<file path="config.mk">
export PLATFORM = sky130hd
export DESIGN_NAME = fetch_stage_flat
export DESIGN_NICKNAME = d
export VERILOG_FILES = /design/src/rtl/pipeline_defs.sv /design/src/rtl/fetch_stage_if.sv /design/src/rtl/if_id_reg.sv /design/src/rtl/fetch_stage.sv /design/src/flat_wrapper.sv
export SDC_FILE = /design/constraint.sdc
export NUM_CORES = 1
export LEC_CHECK = 0
export BUFFER_PORTS_ARGS = -buffer_cell sky130_fd_sc_hd__buf_2
export CORE_MARGIN = 3
export CORE_UTILIZATION = 45
export CTS_CLUSTER_DIAMETER = 50
export DETAILED_ROUTE_END_ITERATION = 8
export GPL_ROUTABILITY_DRIVEN = 0
export PLACE_DENSITY = 0.7
export SYNTH_ARGS = -nofsm -noshare
export SYNTH_HDL_FRONTEND = slang
export SYNTH_HIERARCHICAL = 1
export SYNTH_SLANG_ARGS = --single-unit
</file>
<file path="constraint.sdc">
create_clock -name clk -period 2.4 [get_ports clk]
set_input_delay 0.36 -clock clk [delete_from_list [all_inputs] [get_ports clk]]
set_output_delay 0.36 -clock clk [all_outputs]
set_load 0.005 [all_outputs]
</file>
<file path="src/rtl/pipeline_defs.sv">
// Shared pipeline definitions: default datapath widths, the NOP encoding and the pcSrc codes
// used by every stage.
package pipeline_defs;

    localparam int PC_W_DEF    = 16;
    localparam int INSTR_W_DEF = 16;

    localparam logic [INSTR_W_DEF-1:0] NOP_INSTR = 16'h0000;

    typedef enum logic [1:0] {
        PCSRC_SEQ = 2'b00,
        PCSRC_JMP = 2'b01,
        PCSRC_JR  = 2'b10,
        PCSRC_RSV = 2'b11
    } pcsrc_e;

endpackage

</file>
<file path="src/rtl/fetch_stage_if.sv">
// Fetch-stage bundle: redirect/stall controls, instruction-memory port and IF/ID outputs.
// The perf counters exist only when FETCH_PERF_CNT_EN is defined.
interface fetch_stage_if #(
    parameter int PC_W    = 16,
    parameter int INSTR_W = 16
);
    logic [1:0]         pcSrc;
    logic               Kill;
    logic               stall;
    logic [PC_W-1:0]    jump_target;
    logic [PC_W-1:0]    jr_target;
    logic [PC_W-1:0]    imem_addr;
    logic [INSTR_W-1:0] imem_rdata;
    logic               if_id_valid;
    logic [INSTR_W-1:0] if_id_instr;
    logic [PC_W-1:0]    if_id_pc;
    logic [PC_W-1:0]    if_id_pc_plus1;
`ifdef FETCH_PERF_CNT_EN
    logic [31:0]        fetched_cnt;
    logic [31:0]        killed_cnt;
`endif

    modport master (
        input  pcSrc, Kill, stall, jump_target, jr_target, imem_rdata,
        output imem_addr, if_id_valid, if_id_instr, if_id_pc, if_id_pc_plus1
`ifdef FETCH_PERF_CNT_EN
        , output fetched_cnt, killed_cnt
`endif
    );

    modport slave (
        output pcSrc, Kill, stall, jump_target, jr_target, imem_rdata,
        input  imem_addr, if_id_valid, if_id_instr, if_id_pc, if_id_pc_plus1
`ifdef FETCH_PERF_CNT_EN
        , input fetched_cnt, killed_cnt
`endif
    );

endinterface

</file>
<file path="src/rtl/if_id_reg.sv">
// IF/ID pipeline register. Flush inserts a bubble and overrides hold; load captures the
// fetched word; otherwise the entry holds.
module if_id_reg
    import pipeline_defs::*;
#(
    parameter int PC_W    = PC_W_DEF,
    parameter int INSTR_W = INSTR_W_DEF
) (
    input  logic               clk,
    input  logic               rst_n,
    input  logic               flush,
    input  logic               load,
    input  logic [INSTR_W-1:0] fetch_instr,
    input  logic [PC_W-1:0]    fetch_pc,
    input  logic [PC_W-1:0]    fetch_pc_plus1,
    output logic               valid,
    output logic [INSTR_W-1:0] instr,
    output logic [PC_W-1:0]    pc,
    output logic [PC_W-1:0]    pc_plus1
);

    logic               valid_reg;
    logic [INSTR_W-1:0] instr_reg;
    logic [PC_W-1:0]    pc_reg;
    logic [PC_W-1:0]    pc_plus1_reg;

    always_ff @(posedge clk) begin
        if (!rst_n || flush) begin
            valid_reg    <= 1'b0;
            instr_reg    <= INSTR_W'(NOP_INSTR);
            pc_reg       <= '0;
            pc_plus1_reg <= '0;
        end else if (load) begin
            valid_reg    <= 1'b1;
            instr_reg    <= fetch_instr;
            pc_reg       <= fetch_pc;
            pc_plus1_reg <= fetch_pc_plus1;
        end
    end

    assign valid    = valid_reg;
    assign instr    = instr_reg;
    assign pc       = pc_reg;
    assign pc_plus1 = pc_plus1_reg;

endmodule

</file>
<file path="src/rtl/fetch_stage.sv">
// Instruction-fetch stage: PC register, next-PC mux and IF/ID capture.
// Define FETCH_PERF_CNT_EN to add saturating fetched/killed counters.
module fetch_stage
    import pipeline_defs::*;
#(
    parameter int          PC_W     = PC_W_DEF,
    parameter int          INSTR_W  = INSTR_W_DEF,
    parameter logic [15:0] RESET_PC = 16'h0000
) (
    input  logic          clk,
    input  logic          rst_n,
    fetch_stage_if.master bus
);

    logic [PC_W-1:0] pc_reg;
    logic [PC_W-1:0] pc_plus1;
    logic [PC_W-1:0] pc_next;
    logic            advance;
    logic            load_entry;

    assign pc_plus1   = pc_reg + PC_W'(1);
    assign advance    = bus.Kill || !bus.stall;
    assign load_entry = !bus.Kill && !bus.stall;

    // Redirect targets are honoured only together with Kill; otherwise fall through sequentially.
    always_comb begin
        pc_next = pc_plus1;
        if (bus.Kill) begin
            case (pcsrc_e'(bus.pcSrc))
                PCSRC_JMP: pc_next = bus.jump_target;
                PCSRC_JR:  pc_next = bus.jr_target;
                PCSRC_SEQ,
                PCSRC_RSV: pc_next = pc_plus1;
            endcase
        end
    end

    always_ff @(posedge clk) begin
        if (!rst_n)
            pc_reg <= PC_W'(RESET_PC);
        else if (advance)
            pc_reg <= pc_next;
    end

    assign bus.imem_addr = pc_reg;

    if_id_reg #(
        .PC_W    (PC_W),
        .INSTR_W (INSTR_W)
    ) u_if_id_reg (
        .clk            (clk),
        .rst_n          (rst_n),
        .flush          (bus.Kill),
        .load           (load_entry),
        .fetch_instr    (bus.imem_rdata),
        .fetch_pc       (pc_reg),
        .fetch_pc_plus1 (pc_plus1),
        .valid          (bus.if_id_valid),
        .instr          (bus.if_id_instr),
        .pc             (bus.if_id_pc),
        .pc_plus1       (bus.if_id_pc_plus1)
    );

`ifdef FETCH_PERF_CNT_EN
    logic [31:0] fetched_cnt_reg;
    logic [31:0] killed_cnt_reg;

    always_ff @(posedge clk) begin
        if (!rst_n) begin
            fetched_cnt_reg <= '0;
            killed_cnt_reg  <= '0;
        end else begin
            if (load_entry && fetched_cnt_reg != 32'hFFFF_FFFF)
                fetched_cnt_reg <= fetched_cnt_reg + 32'd1;
            if (bus.Kill && killed_cnt_reg != 32'hFFFF_FFFF)
                killed_cnt_reg <= killed_cnt_reg + 32'd1;
        end
    end

    assign bus.fetched_cnt = fetched_cnt_reg;
    assign bus.killed_cnt  = killed_cnt_reg;
`endif

endmodule

</file>
<file path="src/flat_wrapper.sv">
// flat-port wrapper written by rule: the top's interface ports become plain ports
module fetch_stage_flat import pipeline_defs::*;
#(
    parameter int          PC_W     = PC_W_DEF,
    parameter int          INSTR_W  = INSTR_W_DEF,
    parameter logic [15:0] RESET_PC = 16'h0000
)
  (clk, rst_n, bus_pcSrc, bus_Kill, bus_stall, bus_jump_target, bus_jr_target, bus_imem_rdata, bus_imem_addr, bus_if_id_valid, bus_if_id_instr, bus_if_id_pc, bus_if_id_pc_plus1);
  fetch_stage_if #(.PC_W(PC_W), .INSTR_W(INSTR_W)) bus_i ();
  input  logic clk;
  input  logic rst_n;
  input wire logic [$bits(bus_i.pcSrc)-1:0] bus_pcSrc;
  input wire logic [$bits(bus_i.Kill)-1:0] bus_Kill;
  input wire logic [$bits(bus_i.stall)-1:0] bus_stall;
  input wire logic [$bits(bus_i.jump_target)-1:0] bus_jump_target;
  input wire logic [$bits(bus_i.jr_target)-1:0] bus_jr_target;
  input wire logic [$bits(bus_i.imem_rdata)-1:0] bus_imem_rdata;
  output wire logic [$bits(bus_i.imem_addr)-1:0] bus_imem_addr;
  output wire logic [$bits(bus_i.if_id_valid)-1:0] bus_if_id_valid;
  output wire logic [$bits(bus_i.if_id_instr)-1:0] bus_if_id_instr;
  output wire logic [$bits(bus_i.if_id_pc)-1:0] bus_if_id_pc;
  output wire logic [$bits(bus_i.if_id_pc_plus1)-1:0] bus_if_id_pc_plus1;
  assign bus_i.pcSrc = bus_pcSrc;
  assign bus_i.Kill = bus_Kill;
  assign bus_i.stall = bus_stall;
  assign bus_i.jump_target = bus_jump_target;
  assign bus_i.jr_target = bus_jr_target;
  assign bus_i.imem_rdata = bus_imem_rdata;
  assign bus_imem_addr = bus_i.imem_addr;
  assign bus_if_id_valid = bus_i.if_id_valid;
  assign bus_if_id_instr = bus_i.if_id_instr;
  assign bus_if_id_pc = bus_i.if_id_pc;
  assign bus_if_id_pc_plus1 = bus_i.if_id_pc_plus1;
  fetch_stage #(.PC_W(PC_W), .INSTR_W(INSTR_W), .RESET_PC(RESET_PC)) u_core (.clk(clk), .rst_n(rst_n), .bus(bus_i));
endmodule
</file>
==> results.py, run 1 <==
metrics = {
    "synthesis": {
        "netlist_area_mm2": 0.00338,
        "synth_flop_cell": "dfxtp_1",
        "ys_async_sr_fraction": 0,
        "ys_seq_area_frac": 0.385,
        "avgSynthCellArea_um2": 9.12,
        "synth_simple_gate_area_frac": 0.214,
        "synth_fa_ha_area_frac": 0.0111,
        "synth_compound_area_frac": 0.118,
        "synth_top_family_by_area": "simple AND/OR/NAND/NOR gates",
        "synth_xor_area_frac": 0.0518,
        "synthCells": 371,
        "syn_nets": 428,
        "synthMuxAreaShare": 0.160,
        "synth.distinct_cells": 62,
        "yosys_warnings": 6,
        "synth_edf_count": 0,
        "synth_seq_cells": 65,
    },
    "clock_network": {
        "path_clk_slew_ns": 0.07,
        "clkLatencyLatePin_ns": 0.35,
        "ctsResizeCount": 0,
        "cts_max_path_buffers": 2,
        "htreeDepth": 3,
        "cts_num_sinks": 65,
        "holdBufCountCts": 0,
        "root_buffer": "clkbuf_8",
        "postCtsSetupBuffers": 0,
        "cts_tree": "yes",
        "cts_buffers": 9,
    },
    "sta": {
        "fin_tns_setup_ns": 0,
        "setup_violations": 0,
        "relSlewSlack": 0.650,
        "whs_ns": 0.249,
        "hold_viol": 0,
        "tightest_slew_ns": 0.525,
        "finClkSkew_ns": 0.0115,
        "post-route-min-period_ns": 2.01,
        "slew_violations": 0,
        "clock.fmax_mhz": 498,
        "rsz0062_at_grt": "no",
        "fin_crit_sh": 0.836,
    },
    "worst_setup_path": {
        "crit_path_top_delay_cell": "dfxtp_1",
        "critical_path_class": "reg -> reg",
        "cp.arrival_ns": 2.29,
        "path_max_fanout": 14,
        "start_kind": "register",
        "reg2regPathDepth": 6,
        "critPathBufInv": 0,
        "r2r-end": "u_core/u_if_id_reg/pc_plus1[11]",
        "end_kind": "register",
        "r2r_setup_slack_ns": 0.39,
        "cpLargestDelayFamily": "simple AND/OR/NAND/NOR gates",
        "max_stage_delay_ns": 0.53,
        "crit_chain": "nand3_2, nor3_1, and3_1, xor2_1, mux2i_1, nor2_1",
        "reg2reg_from": "u_core/bus.imem_addr[4]",
        "cp.depth": 6,
        "crit_required_ns": 2.68,
    },
    "cells_and_area": {
        "num-nets-final": 535,
        "seq_area_mm2": 0.00130,
        "drive_above_1_share": 0.317,
        "syn2layout_area_growth_pct": 25.0,
        "diodes": 0,
        "fillCellCount": 664,
        "fin_util": 0.599,
        "multi_input_area_mm2": 0.00189,
    },
    "global_routing": {
        "met2_usage": 0.339,
        "grt_pass1_vias": 2903,
        "grt_usage": 0.214,
        "grt_pass1_wl_mm": 14.6,
        "grt_overflow_total": 0,
        "grt_max_degree": 34,
        "grt_use_met3": 0.0544,
        "grt_antenna_before_repair": 0,
        "use_met1": 0.288,
        "grt-busiest-layer": "met2",
    },
    "detailed_routing": {
        "ant_nets": 0,
        "dr.first_iter.drc_count": 203,
        "vias": 3139,
        "route.detailed.drc": 0,
        "via_per_inst": 5.42,
        "routed_wl_mm": 9.31,
        "firstDrtPassIters": 5,
        "routedWlPerCell_um": 16.1,
    },
    "die": {
        "std_cell_rows": 30,
        "die_area_mm2": 0.00860,
        "io_pins": 119,
        "die-height_um": 92.7,
        "die_w_um": 92.7,
        "start_util": 0.479,
        "core_area_mm2": 0.00706,
    },
    "placed_design": {
        "place_hpwl_mm": 6.63,
        "portBuffers": 118,
    },
    "run_status": {
        "status": "completed",
    },
    "power_and_ir_drop": {
        "vdd_drop_max_mv": 0.352,
        "p_total_mw": 2.67,
        "powerDensity_mw_per_mm2": 632,
        "power_leakage_nw": 1.92,
    },
    "hold_path": {
        "hold_depth": 3,
        "hold_class": "in -> reg",
        "min_from": "bus_imem_rdata[8]",
        "holdPathEnd": "u_core/u_if_id_reg/instr[8]",
    },
    "run": {
        "drv_cap": 0,
    },
}
==> per-layer routing <==
layer	vias up	wire length, um
met5	-	0
met4	0	100
met3	13	738
met2	135	4380
met1	1464	4090
li1	1527	-
==> where the power goes <==
part | internal [mW] | total [mW] | switching (mW)
Combinational | 0.170 | 0.351 | 0.181
Sequential | 1.12 | 1.19 | 0.0733
Clock | 0.689 | 1.13 | 0.444
Total | 1.97 | 2.67 | 0.698
==> cell usage in the layout (no fill, tap or decap), types with 3 or more instances in the layout <==
master     instances
a21oi_1            5
a221oi_1           4
a22oi_1            7
and3_1             5
buf_2            118
buf_4              5
bufinv_16          3
clkbuf_8           9
dfxtp_1           65
ha_1               3
inv_1              8
mux2i_1           53
nand2_1           21
nand2b_1           3
nand3_1            5
nor2_1            61
nor2b_1            5
nor3_1             6
nor4_1             5
o211a_1            3
o211ai_1           3
o21ai_0            8
o22ai_1            5
or3_1              4
xnor2_1           13
xor2_1             7
==> Yosys cell counts (all sizes together) (5+ instances only) <==
cell type   n  share of area
dfxtp      65           0.38
nor2       62          0.069
mux2i      53           0.16
nand2      21          0.023
buf        18          0.040
xnor2      13          0.034
clkbuf     10          0.011
o21ai      10          0.015
inv         8         0.0089
nor4        8          0.023
a22oi       7          0.016
nand3       7          0.013
nor3        7          0.012
xor2        7          0.018
a21oi       5         0.0074
and3        5         0.0092
nor2b       5         0.0092
o22ai       5         0.0092
==> kinds of logic after synthesis <==
kind of cell / Yosys count
compound gates: 54
xor+xnor: 20
fa+ha+maj: 3
buf+inv: 36
flops: 65
mux: 54
simple gates: 139
==> final cells by class <==
cell class / count / area share
Timing Repair Buffer: 124 / 0.153
Sequential cell: 65 / 0.308
Clock inverter: 7 / 0.0281
Tap cell: 96 / 0.0284
Multi-Input combinational cell: 270 / 0.446
Inverter: 8 / 0.00710
Clock buffer: 9 / 0.0293
==> per-stage QoR <==
step                      area (um2)  instances  setup slack (ns)
after detailed placement        3990        563             0.450
after CTS                       4230        579             0.416
after global placement          3990        563             0.504
after floorplan                 3380        371             0.674
final                           4230        579             0.393
after global routing            4230        579             0.206
==> worst min-delay path, cell delays in order <==
cell and delay (ns):
buf_2 0.07, mux2i_1 0.05, nor2_1 0.07
==> worst max path at each step <==
| stage | startpoint | endpoint | slack [ns] |
|---|---|---|---|
| final | u_core/bus.imem_addr[4] | u_core/u_if_id_reg/pc_plus1[11] | 0.39 |
| after global routing | u_core/bus.imem_addr[0] | u_core/bus.imem_addr[6] | 0.21 |
| after CTS | u_core/bus.imem_addr[4] | u_core/u_if_id_reg/pc_plus1[11] | 0.42 |
| after detailed placement | u_core/bus.imem_addr[4] | u_core/u_if_id_reg/pc_plus1[11] | 0.45 |
| after global placement | u_core/bus.imem_addr[4] | u_core/u_if_id_reg/pc_plus1[11] | 0.50 |
| after floorplan | u_core/bus.imem_addr[0] | u_core/bus.imem_addr[6] | 0.67 |
Power figures use the tool's default switching activity.
==> run 2: changes to the inputs <==
--- a/config.mk
+++ b/config.mk
@@ -11,7 +11,7 @@
 export CTS_CLUSTER_DIAMETER = 50
 export DETAILED_ROUTE_END_ITERATION = 8
 export GPL_ROUTABILITY_DRIVEN = 0
-export PLACE_DENSITY = 0.7
+export PLACE_DENSITY = 0.73
 export SYNTH_ARGS = -nofsm -noshare
 export SYNTH_HDL_FRONTEND = slang
 export SYNTH_HIERARCHICAL = 1
==> constraint.sdc (replaced) <==
create_clock -name clk -period 1.72 [get_ports clk]
set_input_delay 0.258 -clock clk [delete_from_list [all_inputs] [get_ports clk]]
set_output_delay 0.258 -clock clk [all_outputs]
set_load 0.005 [all_outputs]
==> results.py, run 2 (synthesis results as in run 1) <==
metrics = {
    "worst_setup_path": {
        "max_stage_delay_ns": 0.44,
        "reg2regPathDepth": 6,
        "critPathBufInv": 0,
        "reg2reg_from": "u_core/bus.imem_addr[1]",
        "cp.arrival_ns": 1.88,
        "crit_chain": "ha_2, nand3_4, or3_1, xnor2_1, mux2i_1, nor2_1",
        "cp.depth": 6,
        "start_kind": "register",
        "crit_required_ns": 1.95,
        "r2r-end": "u_core/u_if_id_reg/pc_plus1[8]",
        "path_max_fanout": 8,
        "cp-startpoint": "u_core/bus.imem_addr[1]",
        "crit_end": "u_core/u_if_id_reg/pc_plus1[8]",
        "end_kind": "register",
        "crit_path_top_delay_cell": "or3_1",
        "r2r_setup_slack_ns": 0.07,
        "cpLargestDelayFamily": "simple AND/OR/NAND/NOR gates",
        "critical_path_class": "reg -> reg",
    },
    "global_routing": {
        "grt_max_degree": 26,
        "grt_antenna_before_repair": 0,
        "grt_usage": 0.225,
        "grt_overflow_total": 0,
        "grt_pass1_wl_mm": 15.4,
        "grt_pass1_vias": 3204,
    },
    "clock_network": {
        "cts_num_sinks": 65,
        "htreeDepth": 3,
        "cts_max_path_buffers": 2,
        "cts_buffers": 9,
        "postCtsSetupBuffers": 0,
        "cts_tree": "yes",
        "root_buffer": "clkbuf_8",
        "path_clk_slew_ns": 0.07,
        "clkLatencyLatePin_ns": 0.34,
    },
    "cells_and_area": {
        "fillCellCount": 640,
        "num-nets-final": 566,
        "stdcell_count": 609,
        "mostFrequentLayoutCells": "buf_2 (118), nor2_1 (61), dfxtp_1 (61)",
        "syn2layout_area_growth_pct": 33.1,
        "fin_util": 0.638,
        "drive_above_1_share": 0.374,
        "diodes": 0,
        "layout_commonest_cell": "buf_2",
    },
    "power_and_ir_drop": {
        "power_leakage_nw": 2.07,
        "vdd_drop_max_mv": 0.380,
        "p_total_mw": 3.55,
        "powerDensity_mw_per_mm2": 788,
    },
    "die": {
        "start_util": 0.479,
        "die_w_um": 92.7,
        "die-height_um": 92.7,
        "io_pins": 119,
        "die_area_mm2": 0.00860,
        "core_area_mm2": 0.00706,
        "std_cell_rows": 30,
    },
    "detailed_routing": {
        "dr.first_iter.drc_count": 227,
        "route.detailed.drc": 0,
        "vias": 3283,
        "firstDrtPassIters": 6,
        "via_per_inst": 5.39,
        "routedWlPerCell_um": 15.8,
        "routed_wl_mm": 9.60,
        "ant_nets": 0,
    },
    "sta": {
        "relSlewSlack": 0.662,
        "fin_tns_setup_ns": 0,
        "clock.fmax_mhz": 606,
        "tightest_slew_ns": 0.503,
        "slew_violations": 0,
        "post-route-min-period_ns": 1.65,
        "finClkSkew_ns": 0.00616,
        "whs_ns": 0.146,
        "rsz0062_at_grt": "yes",
        "fin_crit_sh": 0.959,
        "setup_violations": 0,
        "hold_viol": 0,
    },
    "hold_path": {
        "hold_class": "in -> reg",
    },
    "placed_design": {
        "portBuffers": 118,
        "place_hpwl_mm": 7.01,
        "dpl.cell_count": 594,
    },
    "run_status": {
        "status": "completed",
    },
    "run": {
        "drv_cap": 0,
    },
}
==> run 2: cell count changes in the layout (fill, tap and decap cells not counted), moves of 2 or more <==
| cell | before | now |
|---|---|---|
| buf_4 | 5 | 35 |
| dfxtp_1 | 65 | 61 |
| dfxtp_2 | 0 | 4 |
| nor4_1 | 5 | 2 |
| nor4_2 | 2 | 5 |
| bufinv_16 | 3 | 1 |
| clkbuf_8 | 9 | 11 |
| clkinvlp_4 | 2 | 0 |
| nand3_2 | 2 | 0 |
| nand3_4 | 0 | 2 |
==> run 2: worst min path at each step <==
stage               cells past startpoint                            to  slack [ns]                startpoint
floorplan                               2  u_core/u_if_id_reg/instr[12]        0.41        bus_imem_rdata[12]
global placement                        2      u_core/u_if_id_reg/valid        0.44  u_core/u_if_id_reg/valid
detailed placement                      2      u_core/u_if_id_reg/valid        0.47  u_core/u_if_id_reg/valid
CTS                                     3  u_core/u_if_id_reg/instr[12]        0.13        bus_imem_rdata[12]
global route                            3   u_core/u_if_id_reg/instr[3]        0.14         bus_imem_rdata[3]
finish                                  3  u_core/u_if_id_reg/instr[12]        0.15        bus_imem_rdata[12]
==> run 2: area by class of cell <==
type                    instances  area (um2)  share of cell area
repair buffers                155         893               0.198
clock buffers                  12         155              0.0345
flip-flops and latches         65        1310               0.290
multi-input cells             270        1960               0.435
inverters                       8        30.0             0.00667
clock inverters                 3        40.0             0.00889
well taps                      96         120              0.0267
==> run 2: timing repair <==
item / 4_1_cts / 5_1_grt
endpoints found under the setup margin: 2 / 14
hold buffers: 0 / 0
pin swaps: 0 / 1
resized for setup: 2 / 12
==> run 2: tightest hold or removal path, stage by stage <==
cell and delay (ns):
buf_2 0.07, mux2i_1 0.05, nor2_1 0.07
==> run 2: per-stage QoR <==
stage	worst slack [ns]	area, um2
finish	0.0697	4500
floorplan	0.0110	3390
global route	-0.0137	4500
CTS	0.00761	4440
detailed placement	-0.0166	4240
global placement	0.0404	4240
==> run 2: power by group <==
part	total (mW)	switching (mW)	leakage, nW	internal (mW)
clock network	1.31	0.574	0.102	0.736
registers	1.61	0.0551	0.529	1.56
logic	0.622	0.321	1.44	0.301
total	3.55	0.951	2.07	2.60
==> run 2: routing by layer <==
layer / GRT usage / part of all wire
met1: 0.282 / 0.43
met2: 0.369 / 0.47
met3: 0.0431 / 0.077
met4: 0.114 / 0.027
met5: 0 / 0
